**config.mk**
```make
export PLATFORM = sky130hd
export DESIGN_NAME = fsm_4s2i1o_steer
export DESIGN_NICKNAME = d
export VERILOG_FILES = /design/src/rtl/fsm_4s2i1o_pkg.sv /design/src/rtl/fsm_4s2i1o_choose.sv /design/src/rtl/fsm_4s2i1o_steer.sv
export SDC_FILE = /design/constraint.sdc
export NUM_CORES = 1
export LEC_CHECK = 0
export CAP_MARGIN = 0
export CELL_PAD_IN_SITES_DETAIL_PLACEMENT = 1
export CELL_PAD_IN_SITES_GLOBAL_PLACEMENT = 1
export CORE_MARGIN = 8
export CORE_UTILIZATION = 30
export DETAILED_ROUTE_END_ITERATION = 7
export MAX_ROUTING_LAYER = met4
export PLACE_DENSITY = 0.73
export SKIP_LAST_GASP = 1
export SYNTH_ARGS = -nofsm -noshare
export SYNTH_HDL_FRONTEND = slang
export SYNTH_SLANG_ARGS = --single-unit
```
**constraint.sdc**
```tcl
create_clock -name clk -period 1.6 [get_ports clk]
set_input_delay 0.24 -clock clk [delete_from_list [all_inputs] [get_ports clk]]
set_output_delay 0.24 -clock clk [all_outputs]
set_load 0.1 [all_outputs]
```
**src/rtl/fsm_4s2i1o_pkg.sv**
```systemverilog
// Shared definitions for the 4-state / 2-input / 1-output Moore FSM:
// state and symbol encodings plus the single copy of the transition function.
package fsm_4s2i1o_pkg;

  typedef logic [1:0] state_t;
  typedef logic [1:0] sym_t;

  localparam state_t ST_A = 2'd0;
  localparam state_t ST_B = 2'd1;
  localparam state_t ST_C = 2'd2;
  localparam state_t ST_D = 2'd3;

  localparam sym_t SYM_00 = 2'b00;
  localparam sym_t SYM_01 = 2'b01;
  localparam sym_t SYM_10 = 2'b10;
  localparam sym_t SYM_11 = 2'b11;

  // Transition table (cur: in 00/01/10/11):
  //   A: A/B/A/D   B: C/B/A/D   C: A/D/A/D   D: C/B/A/D
  function automatic state_t next_state(input state_t cur, input sym_t s);
    state_t nxt;
    case (s)
      SYM_10:  nxt = ST_A;
      SYM_11:  nxt = ST_D;
      SYM_01:  nxt = (cur == ST_C) ? ST_D : ST_B;
      default: nxt = ((cur == ST_B) || (cur == ST_D)) ? ST_C : ST_A;
    endcase
    return nxt;
  endfunction

endpackage

```
**src/rtl/fsm_4s2i1o_choose.sv**
```systemverilog
// Picks the next input symbol on the shortest path from cur_i to target_i.
// Every target is reachable in at most two symbols; the two detours are
// C->B (via D) and A->C (via B).
module fsm_4s2i1o_choose
  import fsm_4s2i1o_pkg::*;
(
  input  logic [1:0] cur_i,
  input  logic [1:0] target_i,
  output logic [1:0] sym_o
);

  // Symbol selection by target, with the two detour cases
  always_comb begin
    sym_o = SYM_10;
    case (target_i)
      ST_A:    sym_o = SYM_10;
      ST_B:    sym_o = (cur_i == ST_C) ? SYM_11 : SYM_01;
      ST_C:    sym_o = (cur_i == ST_A) ? SYM_01 : SYM_00;
      default: sym_o = SYM_11;
    endcase
  end

endmodule

```
**src/rtl/fsm_4s2i1o_steer.sv**
```systemverilog
// Stimulus generator that steers a downstream 4-state Moore FSM to a requested
// state. Keeps a shadow copy of the driven FSM's state, so the downstream FSM
// must advance exactly once per symbol handshake and be reset alongside this block.
module fsm_4s2i1o_steer
  import fsm_4s2i1o_pkg::*;
(
  input  logic       clk,
  input  logic       reset,
  input  logic       req_val,
  output logic       req_rdy,
  input  logic [1:0] req_target,
  output logic       sym_val,
  input  logic       sym_rdy,
  output logic [1:0] sym,
  output logic       resp_val,
  input  logic       resp_rdy,
  output logic [1:0] resp_steps,
  output logic [1:0] state,
  output logic       out
);

  localparam logic [1:0] CTL_IDLE = 2'd0;
  localparam logic [1:0] CTL_SEND = 2'd1;
  localparam logic [1:0] CTL_RESP = 2'd2;

  logic [1:0] ctl_q,    ctl_d;
  state_t     state_q,  state_d;
  state_t     target_q, target_d;
  logic [1:0] steps_q,  steps_d;
  sym_t       choice;
  state_t     stepped;

  fsm_4s2i1o_choose u_choose (
    .cur_i    (state_q),
    .target_i (target_q),
    .sym_o    (choice)
  );

  assign stepped = next_state(state_q, choice);

  // Control FSM, shadow state and step counter next-state logic
  always_comb begin
    ctl_d    = ctl_q;
    state_d  = state_q;
    target_d = target_q;
    steps_d  = steps_q;
    case (ctl_q)
      CTL_IDLE: begin
        if (req_val) begin
          target_d = req_target;
          steps_d  = 2'd0;
          ctl_d    = CTL_SEND;
        end
      end
      CTL_SEND: begin
        if (state_q == target_q) begin
          ctl_d = CTL_RESP;
        end else if (sym_rdy) begin
          state_d = stepped;
          steps_d = steps_q + 2'd1;
          if (stepped == target_q) ctl_d = CTL_RESP;
        end
      end
      CTL_RESP: begin
        if (resp_rdy) ctl_d = CTL_IDLE;
      end
      default: ctl_d = CTL_IDLE;
    endcase
  end

  // State registers; active-low synchronous reset discards any request in flight
  always_ff @(posedge clk) begin
    if (!reset) begin
      ctl_q    <= CTL_IDLE;
      state_q  <= ST_A;
      target_q <= ST_A;
      steps_q  <= 2'd0;
    end else begin
      ctl_q    <= ctl_d;
      state_q  <= state_d;
      target_q <= target_d;
      steps_q  <= steps_d;
    end
  end

  // All outputs decode registered state only, so they stay stable under stalls
  assign req_rdy    = (ctl_q == CTL_IDLE);
  assign sym_val    = (ctl_q == CTL_SEND) && (state_q != target_q);
  assign sym        = sym_val ? choice : SYM_00;
  assign resp_val   = (ctl_q == CTL_RESP);
  assign resp_steps = steps_q;
  assign state      = state_q;
  assign out        = (state_q == ST_D);

endmodule
```
==> metrics.md <==
| Metric | Value |
|---|---|
| Endpoints failing setup | 0 |
| WP data arrival | 1.32 ns |
| Yosys reg bits | 8 |
| Largest family of logic cells by synthesized area | compound AO/OA/AOI/OAI gates |
| Initial Util | 32.0% |
| RePlAce Congestion | approximately 0.74 |
| Die width | 56.3 µm |
| Nets | between 90 and 100 |
| Synth top area cells | dfxtp_1 33%, nor2_1 6.9%, a21oi_1 4.1% |
| P_int | 432 µW |
| Layout fillers | 159 |
| Complex-gate fraction of the synthesized area | about 30% |
| GR Util All Layers | around 11% |
| Max Cap Violations | 0 |
| Die area | ~0.0032 mm² |
| Core box area | ~0.0015 mm² |
| ANT cells | 0 |
| Outcome | completed |
| Sequential Power Share | ~34% |
| Initial antenna violation count | 0 |
| Largest net degree at the start of global routing | 10 |
| Adder-cell area share of the yosys netlist | 0% |
| First-pass GRT wire length | 2790 µm |
| Most common cell in the netlist | nor2_1 |
| Dominant synthesized flop cell | dfxtp_1 |
| Area Growth Syn to Fin | 94.1% |
| Dominant cell type by area after synthesis | dfxtp_1 |
| Syn nets | 68 |
| Max-slew violation count | 0 |
| Worst Skew | about 0.013 ns |
| Iter 0 DRT Violations | 9 |
| Post-synth EDFFs | 0 |
| IO Port Bufs | 16 |
| Hold Path Class | register to register |
| Multiplexer area fraction after synthesis | ~2.3% |
| Worst IR Drop VDD | between 0.5 and 0.6 mV |
| CP Launch Type | register |
| Maximum fanout along the worst path | 7 |
| Root Buffer Master | clkbuf_4 |
| Drt total wl | 1700 µm |
| Top Ports | 17 |
| Crit Path Category | register to output port |
| H-tree Lvls | 1 |
| Number of remaining DRC errors | 0 |
| Mean post-synth cell area | ~8 µm² |
| Drt via density | 5.36 |
| Worst path required time | 1.36 ns |
| Detailed Routing Iterations Pass 1 | 4 |
| GR Overflow Total | 0 |
| Clock Latency Late Sink | 0.26 ns |
| Fmax achieved | between 0.6 and 0.7 GHz |
| Most frequent cells after synthesis | 9 x nor2_1, 8 x dfxtp_1, 5 x nand2_1, 4 x a21oi_1 |
| Mapped Cells | 61 |
| Leakage power | roughly 0.37 nW |
| Post-Synth XOR/XNOR Area | 5.13% |
| Yosys cell types | 32 |
| Share of cells above drive strength 1 | approximately half |
| Post-layout min period | around 1.6 ns |
| Relative slew slack | ~81% |
| CTS Sinks | 8 |
| Longest Clk Path Bufs | 2 |
| Clk slew on worst S/H paths | about 0.060 ns |
| Sw power | between 200 and 300 µW |
| Comb pwr share | 42.7% |
| Final Power | around 710 µW |
| Sw frac | 39.5% |
| DPL Wire Length | 1220 µm |
| Worst slew pin tran | roughly 0.28 ns |
| DRT antenna net count | 0 |
| Unrepaired setup endpoints after global routing | true |
| Wire length per cell | about 17 µm |
| Fraction of registers with async set/reset | 0% |
| # rows | 14 |
| Seq/Total Area, Yosys | roughly a third |
| Final Hold Vio Count | 0 |
| Synth Cell Area | 488 µm² |
| Final core occ | roughly 62% |
| Vias in the first global route | 571 |
| Die Y | 56.3 µm |
| Synth top area share | about a third |
| Power Density | between 700 and 800 mW/mm² |
| Setup_tns | 0 ns |
| Synth warn | 0 |
| Clock group share of total power | roughly a quarter |
| CTS tree | yes |
| CTS Buf Count | 3 |
| Crit. End Element | output port |
| Total number of vias | approximately 550 |
| Final period util | 97.6% |
| Simple-gate share of the synthesized area | a little under a quarter |
-- state kept, by name, summed over array words and instances (netlist names) --
register and cells:
ctl_q 2, target_q 2, state 2, resp_steps 2
-- critical path, cell delays in order, from the launching register on --
cell	delay [ns]
dfxtp_4	0.40
inv_4	0.06
a211oi_2	0.26
o21a_4	0.16
buf_12	0.16
-- power groups by stage --
stage                     sequential (mW)  combinational, mW  clock, mW
after global routing                0.242              0.323      0.184
after detailed placement            0.240              0.291          0
after global placement              0.241              0.290          0
final                               0.239              0.305      0.170
after floorplan                     0.242              0.184          0
after CTS                           0.237              0.295      0.180
-- layer usage --
| layer | routed length [µm] | track usage, % |
|---|---|---|
| met5 | 0 | - |
| met3 | 70 | 4.49 |
| met2 | 869 | 17.7 |
| met1 | 750 | 12.7 |
| met4 | 6 | 3.09 |
-- placed cells by master (no fill, tap or decap), drive strengths merged --
master	instances
a211oi	1
a21o	1
a21oi	4
a222oi	1
a22o	2
a2bb2oi	1
a31oi	1
a32o	2
and3b	1
buf	18
clkbuf	4
clkdlybuf4s50	6
dfxtp	8
inv	4
mux2	1
nand2	5
nand2b	1
nand3	3
nor2	9
nor2b	2
nor3	1
nor3b	1
o211a	1
o211ai	1
o21a	1
o21ai	1
o22ai	1
o32a	1
or3b	1
xor2	2
-- kinds of logic (layout without fill, tap and decap cells) --
kind of cell / after synthesis / in the layout
XOR/XNOR: 2 / 2
multiplexers: 1 / 1
AND/OR/NAND/NOR: 24 / 24
flip-flops: 8 / 8
AO/OA/AOI/OAI: 19 / 19
buffers and inverters: 7 / 32
-- path summary, 6_finish.rpt --
kind | endpoint | slack [ns] | cells after the start | startpoint
setup / recovery | sym[1] | 0.04 | 4 | state[0]$_SDFFE_PN0P_
hold / removal | target_q[0]$_SDFFE_PN0P_ | 0.55 | 2 | target_q[0]$_SDFFE_PN0P_
setup reg to reg | state[1]$_SDFFE_PN0P_ | 0.16 | 5 | state[1]$_SDFFE_PN0P_
hold reg to reg | target_q[0]$_SDFFE_PN0P_ | 0.55 | 2 | target_q[0]$_SDFFE_PN0P_
-- through the flow --
stage / hold slack [ns] / cells / worst slack, ns / area (µm²)
CTS: 0.539 / 100 / 0.00289 / 912
floorplan: 0.368 / 61 / -0.396 / 568
global placement: 0.586 / 94 / -0.0694 / 855
finish: 0.548 / 102 / 0.0385 / 947
detailed placement: 0.606 / 94 / -0.0957 / 855
global route: 0.566 / 102 / -0.0370 / 947
-- layout make-up --
class	instances	area, µm²	area share [%]
tap	16	20.0	2.11
multi-input combinational	46	385	40.7
sequential	8	175	18.5
clock buffer	4	26.3	2.77
inverter	4	20.0	2.11
timing repair buffer	24	320	33.8
-- timing repair --
action	in CTS	in global routing
hold buffers	0	0
resized for setup	7	5
buffers inserted	2	2
pin swaps	1	3
setup endpoints to repair	3	2
(Power assumes the default switching activity.)
